File: src/rtl/decoder_n_pkg.sv
// ---------------------------------------------------------------------------
// decoder_n_pkg : mode encodings, FSM states and helpers for decoder_n
// Rev 1.0
// ---------------------------------------------------------------------------
`default_nettype none

package decoder_n_pkg;

   localparam logic [1:0] c_MODE_DIRECT = 2'd0;
   localparam logic [1:0] c_MODE_PULSE  = 2'd1;
   localparam logic [1:0] c_MODE_SCAN   = 2'd2;
   localparam logic [1:0] c_MODE_RSVD   = 2'd3;

   typedef enum logic [1:0] {
      ST_IDLE   = 2'd0,
      ST_ACTIVE = 2'd1,
      ST_SCAN   = 2'd2
   } state_t;

   // The reserved encoding behaves exactly like DIRECT
   function automatic logic [1:0] eff_mode(input logic [1:0] mode);
      return (mode == c_MODE_RSVD) ? c_MODE_DIRECT : mode;
   endfunction

endpackage

`default_nettype wire

File: src/rtl/decoder_n_tick_div.sv
// ---------------------------------------------------------------------------
// tick_div : dwell divider, TICK high on every DIV-th enabled cycle
// Rev 1.0
// ---------------------------------------------------------------------------
`default_nettype none

module tick_div #(
   parameter int DIV = 1
) (
   input  logic CLK,
   input  logic RST,
   input  logic CLR,
   input  logic EN,
   output logic TICK
);

   localparam int              c_CW   = (DIV > 1) ? $clog2(DIV) : 1;
   localparam logic [c_CW-1:0] c_LAST = c_CW'(DIV - 1);

   logic [c_CW-1:0] r_cnt;
   logic            w_last;

   assign w_last = (r_cnt == c_LAST);
   assign TICK   = EN && !CLR && w_last;

   always_ff @(posedge CLK) begin
      if (RST || CLR) begin
         r_cnt <= '0;
      end else if (EN) begin
         r_cnt <= w_last ? '0 : r_cnt + c_CW'(1);
      end
   end

endmodule

`default_nettype wire

File: src/rtl/decoder_n.sv
// ---------------------------------------------------------------------------
// decoder_n : registered one-hot decoder with DIRECT, PULSE and SCAN modes
// Rev 1.0
// ---------------------------------------------------------------------------
`default_nettype none

module decoder_n
   import decoder_n_pkg::*;
#(
   parameter int SEL_W    = 3,
   parameter int OUT_W    = 2**SEL_W,
   parameter int SCAN_DIV = 1
) (
   input  logic             CLK,
   input  logic             RST,
   input  logic [SEL_W-1:0] SEL,
   input  logic             EN,
   input  logic [1:0]       MODE,
   output logic [OUT_W-1:0] OUT,
   output logic [SEL_W-1:0] IDX,
   output logic             VALID,
   output logic             WRAP
);

   state_t           r_state;
   state_t           w_state_nxt;
   logic [OUT_W-1:0] r_out;
   logic [OUT_W-1:0] w_out_nxt;
   logic [SEL_W-1:0] r_idx;
   logic [SEL_W-1:0] w_idx_nxt;
   logic             r_valid;
   logic             r_wrap;
   logic             w_wrap_nxt;
   logic             r_en_hist;
   logic [1:0]       r_mode;

   logic [1:0]       w_mode_eff;
   logic             w_rise;
   logic             w_scan_run;
   logic             w_div_clr;
   logic             w_tick;
   logic [OUT_W-1:0] w_sel_hot;
   logic [SEL_W-1:0] w_idx_inc;

   assign w_mode_eff = eff_mode(MODE);
   // A mode change wipes edge history, so a held EN counts as a fresh rise
   assign w_rise     = EN && (!r_en_hist || (MODE != r_mode));
   assign w_scan_run = EN && (w_mode_eff == c_MODE_SCAN) && (r_state == ST_SCAN) && !w_rise;
   assign w_div_clr  = !w_scan_run;
   assign w_sel_hot  = OUT_W'(1) << SEL;
   assign w_idx_inc  = r_idx + SEL_W'(1);

   tick_div #(
      .DIV (SCAN_DIV)
   ) u_tick_div (
      .CLK  (CLK),
      .RST  (RST),
      .CLR  (w_div_clr),
      .EN   (w_scan_run),
      .TICK (w_tick)
   );

   always_ff @(posedge CLK) begin
      if (RST) begin
         r_state   <= ST_IDLE;
         r_out     <= '0;
         r_idx     <= '0;
         r_valid   <= 1'b0;
         r_wrap    <= 1'b0;
         r_en_hist <= 1'b0;
         r_mode    <= c_MODE_DIRECT;
      end else begin
         r_state   <= w_state_nxt;
         r_out     <= w_out_nxt;
         r_idx     <= w_idx_nxt;
         r_valid   <= |w_out_nxt;
         r_wrap    <= w_wrap_nxt;
         r_en_hist <= EN;
         r_mode    <= MODE;
      end
   end

   always_comb begin
      w_state_nxt = ST_IDLE;
      w_out_nxt   = '0;
      w_idx_nxt   = r_idx;
      w_wrap_nxt  = 1'b0;
      if (EN) begin
         case (w_mode_eff)
            c_MODE_PULSE: begin
               if (w_rise) begin
                  w_state_nxt = ST_ACTIVE;
                  w_out_nxt   = w_sel_hot;
                  w_idx_nxt   = SEL;
               end
            end
            c_MODE_SCAN: begin
               w_state_nxt = ST_SCAN;
               if (!w_scan_run) begin
                  w_out_nxt = w_sel_hot;
                  w_idx_nxt = SEL;
               end else if (w_tick) begin
                  w_out_nxt  = OUT_W'(1) << w_idx_inc;
                  w_idx_nxt  = w_idx_inc;
                  w_wrap_nxt = &r_idx;
               end else begin
                  w_out_nxt = r_out;
               end
            end
            default: begin
               w_state_nxt = ST_ACTIVE;
               w_out_nxt   = w_sel_hot;
               w_idx_nxt   = SEL;
            end
         endcase
      end
   end

   assign OUT   = r_out;
   assign IDX   = r_idx;
   assign VALID = r_valid;
   assign WRAP  = r_wrap;

endmodule

`default_nettype wire
File: config.mk
export PLATFORM = sky130hd
export DESIGN_NAME = decoder_n
export DESIGN_NICKNAME = d
export VERILOG_FILES = /design/src/rtl/decoder_n_pkg.sv /design/src/rtl/decoder_n_tick_div.sv /design/src/rtl/decoder_n.sv
export SDC_FILE = /design/constraint.sdc
export NUM_CORES = 1
export LEC_CHECK = 0
export ABC_AREA = 1
export ABC_CLOCK_PERIOD_IN_PS = 1750
export BUFFER_PORTS_ARGS = -buffer_cell sky130_fd_sc_hd__buf_2
export CAP_MARGIN = 20
export CELL_PAD_IN_SITES_DETAIL_PLACEMENT = 0
export CELL_PAD_IN_SITES_GLOBAL_PLACEMENT = 1
export CORE_ASPECT_RATIO = 0.5
export CORE_MARGIN = 8
export CORE_UTILIZATION = 34
export DETAILED_ROUTE_END_ITERATION = 6
export GPL_ROUTABILITY_DRIVEN = 0
export PLACE_DENSITY = 0.68
export REMOVE_ABC_BUFFERS = 1
export SYNTH_ARGS = -nofsm -noshare
export SYNTH_HDL_FRONTEND = slang
export SYNTH_SLANG_ARGS = --single-unit
File: constraint.sdc
create_clock -name CLK -period 1.75 [get_ports CLK]
set_input_delay 0.35 -clock CLK [delete_from_list [all_inputs] [get_ports CLK]]
set_output_delay 0.35 -clock CLK [all_outputs]
set_load 0.1 [all_outputs]
==> summary.md, run 1 <==
| Metric | Value |
|---|---|
| Clk sinks | 18 |
| Initial Util | 0.365 |
| Total GRT Usage | 0.108 |
| Post-synthesis mux area share | 0 |
| Nets | 228 |
| Max_slew headroom | 0.672 |
| Xor/xnor share of the synthesized area | 0 |
| Final hold slack | 339 ps |
| F_max | 608 MHz |
| Detailed Route Iter0 Violations | 67 |
| Crit path max fanout | 4 |
| Area share of and/or/nand/nor cells after synthesis | 0.366 |
| Minimum clock period | 1640 ps |
| # setup viols final | 0 |
| Setup WS pre-CTS | -181 ps |
| Worst R2R End | VALID |
| Synth unique cells | 21 |
| Hold Crit Class | input port to register |
| Largest net degree at the start of global routing | 12 |
| Die Wd | 97.3 um |
| Die height | 56.7 um |
| Required @ worst endpoint | 1910 ps |
| Synth top area share | 0.320 |
| Max-cap viol count | 0 |
| Overall power | 1.03 mW |
| Setup CP Type | input port to register |
| Non-Filler Instances | 251 |
| Initial antenna violation count | 0 |
| Detailed-route via count | 1125 |
| Mean number of vias per cell | 4.48 |
| DRT Pass-1 Iters | 4 |
| Final worst setup slack | 105 ps |
| Clk slew on worst S/H paths | 70 ps |
| Fillcell total | 333 |
| Core area | 3080 um^2 |
| Wire length of the first global-routing pass | 4.81 mm |
| P_leak | 0.837 nW |
| Row cnt | 14 |
| Crit path capture | VALID |
| DP HPWL | 2.35 mm |
| PD cells | 684 nW/um^2 |
| Yosys warning count | 0 |
| Clock Root Buffer | clkbuf_8 |
| Worst setup path startpoint | MODE[0] |
| Worst EP arrival | 1810 ps |
| CTS Hold Buffers Added | 0 |
| Top cells by area, synth | dfxtp_1 (32%), nand2_1 (14%), inv_1 (10%) |
| CP Launch Type | input port |
| DIE AREA | 5520 um^2 |
| Area grow syn2layout | 33.4% |
| Cell taking the most area after synthesis | dfxtp_1 |
| Share of cells above drive strength 1 | 0.308 |
| Placed Instances | 245 |
| RSZ-0062 raised after global routing | no |
| Worst Skew | 1.72 ps |
| Synth Cell Area | 1120 um^2 |
| Total CTS buffers | 3 |
| CTS max path bufs | 2 |
| Final hold violations | 0 |
| Setup crit end kind | register |
| DRC errors left | 0 |
| Num ports | 21 |
| Worst-Skew Late Latency | 260 ps |
| Final wirelength | 2.90 mm |
| Vias in the first global route | 1010 |
| Max-slew violations | 0 |
| Worst-case reg-to-reg path depth | 11 |
| Synth Area per Inst | 6.82 um^2 |
| #FFs+latches synth | 18 |
| R2R Setup Slk | 160 ps |
| Port buffer count | 20 |
| Synth Area in Compound Gates | 0.0923 |
| Number of diodes | 0 |
| TNS Setup | 0 ps |
| Seq/Total Area, Yosys | 0.320 |
| Worst-margin pin slew | 495 ps |
| Reg2reg start | r_en_hist |
| Outcome | completed |
| Overflow left after global routing | 0 |
| Cells after synthesis | 165 |
| TritonCTS clock tree | yes |
| H-tree levels | 1 |
| Worst VDD drop | 0.277 mV |
| Largest family of logic cells by synthesized area | simple AND/OR/NAND/NOR gates |
| ANT nets after route | 0 |
| WL/cell | 11.5 um |
| Synth Area in Adders | 0.0890 |
| Period utilization | 0.940 |
-- sequential cells by signal, summed over array words and instances (netlist names) --
signal	count
r_en_hist	1
IDX	3
r_mode	2
r_state	2
WRAP	1
VALID	1
OUT	8
-- where the power goes --
part           total [mW]  internal [mW]  switching, mW
clock               0.350          0.200          0.149
sequential          0.431          0.424        0.00672
combinational       0.245         0.0740          0.171
total                1.03          0.698          0.327
-- worst max-delay path, stage by stage --
cell and delay [ps]:
buf_2 120, inv_2 80, ha_1 180, nand2_1 90, nor3_4 260, buf_4 170
nand3_1 100, nand3_2 100, nand2_1 60, nor2_2 120, nand3_1 70, nand2_1 60
nand2_1 40
-- through the flow --
stage | instance area, um^2 | utilization
CTS | 1470 | 0.477
detailed placement | 1420 | 0.459
global placement | 1420 | 0.459
finish | 1500 | 0.487
global route | 1500 | 0.487
floorplan | 1100 | -
-- timing repair --
action	in CTS	in global routing
setup buffers	0	2
endpoints found under the hold margin	0	0
setup endpoints to repair	0	1
resized for setup	0	2
-- placed cells by master (no fill, tap or decap), drive strengths merged --
cell     n
nand3   18
a31oi    1
ha       8
buf     44
dfxtp   18
nor2    12
o21ai    7
o21bai   1
inv     33
nand2   46
nor3     8
a21oi   11
clkbuf   4
-- cell usage after synthesis --
master / instances
buf_6: 1
o21ai_0: 6
nand2_4: 1
nor2_2: 1
nor2_4: 2
nor3_4: 1
clkbuf_8: 1
a31oi_1: 1
nor3_1: 7
inv_2: 3
nor2_1: 9
nand2_1: 42
nand3_2: 4
a21oi_1: 11
o21bai_1: 1
o21ai_1: 1
ha_1: 8
nand2_2: 3
dfxtp_1: 18
nand3_1: 14
inv_1: 30
-- layout make-up --
class / count / area, um^2 / share of cell area
flip-flops and latches: 18 / 360 / 0.240
well taps: 40 / 50.0 / 0.0334
clock buffers: 4 / 55.1 / 0.0367
multi-input cells: 112 / 618 / 0.412
repair buffers: 44 / 293 / 0.195
inverters: 33 / 124 / 0.0826
-- worst min path at each step --
stage,from,end,depth (start not counted)
floorplan,RST,IDX[1],1
global placement,IDX[2],IDX[2],2
detailed placement,IDX[2],IDX[2],2
CTS,RST,r_mode[1],2
global route,RST,r_mode[0],2
finish,RST,r_mode[1],2
-- kinds of logic after synthesis --
kind of cell,count (synthesis)
AOI/OAI and AO/OA,20
buffers and inverters,35
adders and majority gates,8
and+or+nand+nor,84
DFF,18
-- metal layers --
layer,part of all wire,vias to the layer above,GRT usage
met5,0,-,0
met4,0.0052,0,0.0192
met3,0.080,2,0.0439
met2,0.39,39,0.159
met1,0.52,480,0.144
li1,-,604,-
No activity file was read; power rests on OpenSTA's default activity.
==> run 2: changes to the inputs <==
--- a/config.mk
+++ b/config.mk
@@ -5,7 +5,6 @@
 export SDC_FILE = /design/constraint.sdc
 export NUM_CORES = 1
 export LEC_CHECK = 0
-export ABC_AREA = 1
 export ABC_CLOCK_PERIOD_IN_PS = 1750
 export BUFFER_PORTS_ARGS = -buffer_cell sky130_fd_sc_hd__buf_2
 export CAP_MARGIN = 20
@@ -16,8 +15,9 @@
 export CORE_UTILIZATION = 34
 export DETAILED_ROUTE_END_ITERATION = 6
 export GPL_ROUTABILITY_DRIVEN = 0
-export PLACE_DENSITY = 0.68
+export PLACE_DENSITY = 0.65
 export REMOVE_ABC_BUFFERS = 1
+export SLEW_MARGIN = 20
 export SYNTH_ARGS = -nofsm -noshare
 export SYNTH_HDL_FRONTEND = slang
 export SYNTH_SLANG_ARGS = --single-unit
==> run 2 against run 1 <==
  * Power grew 2.1%
  * Worst hold slack better by 36 ps
  * Count of clock-buffer cells in the layout unchanged
  * Highest routed layer unchanged
  * Flip-flop and latch count did not move
  * Largest cell class unchanged
  * Synthesized area is 7.9% lower
  * Sequential share of layout area grew 2.5 points
  * Non-clock buffer count is 8 lower
==> summary.md, run 2 <==
| Metric | Value |
|---|---|
| Max reg flops | 8 |
| Detailed-route via count | 970 |
| Minimum clock period | 1720 ps |
| Logic gate share of total power | 0.258 |
| F_max | 580 MHz |
| DIE AREA | 5180 um^2 |
| Synth Area in Compound Gates | 0.170 |
| P_leak | 0.608 nW |
| Detailed Route Iter0 Violations | 39 |
| Hold Crit Class | input port to register |
| Required @ worst endpoint | 1880 ps |
| Worst Skew | 2.00 ps |
| DRT Pass-1 Iters | 4 |
| Commonest non-fill, non-tap cells in the layout | buf_2 (20), dfxtp_1 (17), buf_4 (16) |
| Met2 routed WL | 1.22 mm |
| Top cells by area, synth | dfxtp_1 (35%), ha_1 (9.7%), nor2_1 (3.6%) |
| Power share of the sequential group | 0.414 |
| Final hold violations | 0 |
| Max-cap viol count | 0 |
| Cell-internal power | 721 uW |
| Commonest cells in the netlist | dfxtp_1 (18), nor2_1 (10), ha_1 (8) |
| Num ports | 21 |
| Min-delay src | MODE[1] |
| Largest net degree at the start of global routing | 12 |
| Synth top area share | 0.348 |
| Overall power | 1.05 mW |
| Worst VDD drop | 0.292 mV |
| H-tree levels | 1 |
| Mean number of vias per cell | 5.03 |
| DP HPWL | 2.10 mm |
| Area share of and/or/nand/nor cells after synthesis | 0.286 |
| Top sig layer | met4 |
| Number of diodes | 0 |
| Nets | 170 |
| Post-synthesis mux area share | 0.0205 |
| Final wirelength | 2.78 mm |
| Clk sinks | 18 |
| Fillcell total | 316 |
| Worst-margin pin slew | 490 ps |
| Storage cell area | 362 um^2 |
| Clock Root Buffer | clkbuf_8 |
| Setup CP Type | input port to register |
| CP Launch Type | input port |
| Clock power frac | 0.328 |
| Switching Power | 326 uW |
| PD cells | 769 nW/um^2 |
| Max-slew violations | 0 |
| Worst-Skew Late Latency | 250 ps |
| WL met3 | 136 um |
| Setup crit end kind | register |
| Footprint of the multi-input gates | 648 um^2 |
| Die Wd | 94.1 um |
| #FFs+latches synth | 18 |
| Final worst setup slack | 26.3 ps |
| Synth Cell Area | 1040 um^2 |
| Crit path max fanout | 5 |
| Most common cell after layout, fill and taps aside | buf_2 |
| Xor/xnor share of the synthesized area | 0.0314 |
| Row cnt | 14 |
| Final hold slack | 374 ps |
| Total GRT Usage | 0.114 |
| CTS max path bufs | 2 |
| Share of cells above drive strength 1 | 0.346 |
| TritonCTS clock tree | yes |
| Total CTS buffers | 3 |
| Initial antenna violation count | 0 |
| Core area | 2960 um^2 |
| Yosys warning count | 0 |
| Initial Util | 0.350 |
| Worst setup path startpoint | MODE[0] |
| FFs w/ async S/R, synth | 0 |
| # setup viols final | 0 |
| Max_slew headroom | 0.676 |
| Most common cell in the netlist | dfxtp_1 |
| Cells after synthesis | 119 |
| ANT nets after route | 0 |
| Clk slew on worst S/H paths | 70 ps |
| Setup WS pre-CTS | -205 ps |
| Synth Area per Inst | 8.71 um^2 |
| Vias in the first global route | 929 |
| Sw frac | 0.312 |
| Port buffer count | 20 |
| Outcome | completed |
| Area grow syn2layout | 31.4% |
| Post-synth EDFFs | 0 |
| DRT met1 WL | 1.39 mm |
| DRC errors left | 0 |
| Predominant post-synthesis flop cell | dfxtp_1 |
| Period utilization | 0.985 |
| Seq/Total Area, Yosys | 0.348 |
| Worst EP arrival | 1850 ps |
| Reg2reg start | r_mode[1] |
| Cell taking the most area after synthesis | dfxtp_1 |
| Synth unique cells | 41 |
| Die height | 55.0 um |
| Synth Area in Adders | 0.0966 |
| Largest family of logic cells by synthesized area | simple AND/OR/NAND/NOR gates |
| WL/cell | 14.4 um |
| Wire length of the first global-routing pass | 4.47 mm |
| Overflow left after global routing | 0 |
[run 2: cell count changes after synthesis, sizes merged, moves of 3 or more]
cell	delta
inv	-26
nand2	-39
clkbuf	+4
nand3	-10
nor3	-4
nand4	+3
nor2b	+4
and3	+5
a21oi	-5
o21ai	-5
[run 2: worst max-delay path, stage by stage]
cell and delay, ps:
buf_2 120, inv_1 60, ha_1 250, a21o_1 200
a221oi_2 330, buf_4 180, nor4b_1 50, a21oi_1 200
a31oi_1 100
[run 2: power by group through the flow]
stage               Combinational, mW  Sequential [mW]  Clock [mW]
floorplan                      0.0975            0.513           0
global placement                0.259            0.441           0
detailed placement              0.259            0.442           0
CTS                             0.262            0.433       0.357
global route                    0.290            0.436       0.376
finish                          0.270            0.434       0.343
[run 2: what timing repair did]
item	in CTS	in global routing
cloned	0	0
setup endpoints to repair	1	2
hold buffers	0	0
setup buffers	0	2
pin swaps	0	4
gates resized for setup	2	3
[run 2: stage by stage]
stage                     area [um^2]  setup TNS [ps]  cells  utilization
after detailed placement         1280            -514    188        0.431
after global placement           1280            -597    188        0.431
after floorplan                  1010           -3210    113            -
after global routing             1360           -4.57    193        0.460
final                            1360               0    193        0.460
after CTS                        1350               0    192        0.455
[run 2: path summary, 6_finish.rpt]
| check | endpoint | cells past startpoint | slack, ps |
|---|---|---|---|
| min | r_mode[1] | 3 | 370 |
| max | VALID | 9 | 30 |
| max reg2reg | VALID | 7 | 70 |
| min reg2reg | WRAP | 3 | 530 |
[run 2: cells by family after synthesis]
family	count (synthesis)
AND/OR/NAND/NOR	52
AO/OA/AOI/OAI	24
flip-flops	18
buffers and inverters	13
adder cells (fa/ha/maj)	8
XOR/XNOR	2
multiplexers	2
[run 2: area by class of cell]
class                   instances  share of cell area
inverters                       7              0.0193
clock buffers                   4              0.0404
well taps                      40              0.0368
flip-flops and latches         18               0.266
repair buffers                 36               0.162
multi-input cells              88               0.476
[run 2: metal layers]
| layer | vias up | GRT usage |
|---|---|---|
| met2 | 26 | 0.188 |
| met4 | 0 | 0.0442 |
| met1 | 443 | 0.142 |
| li1 | 499 | - |
| met5 | - | 0 |
| met3 | 2 | 0.0323 |
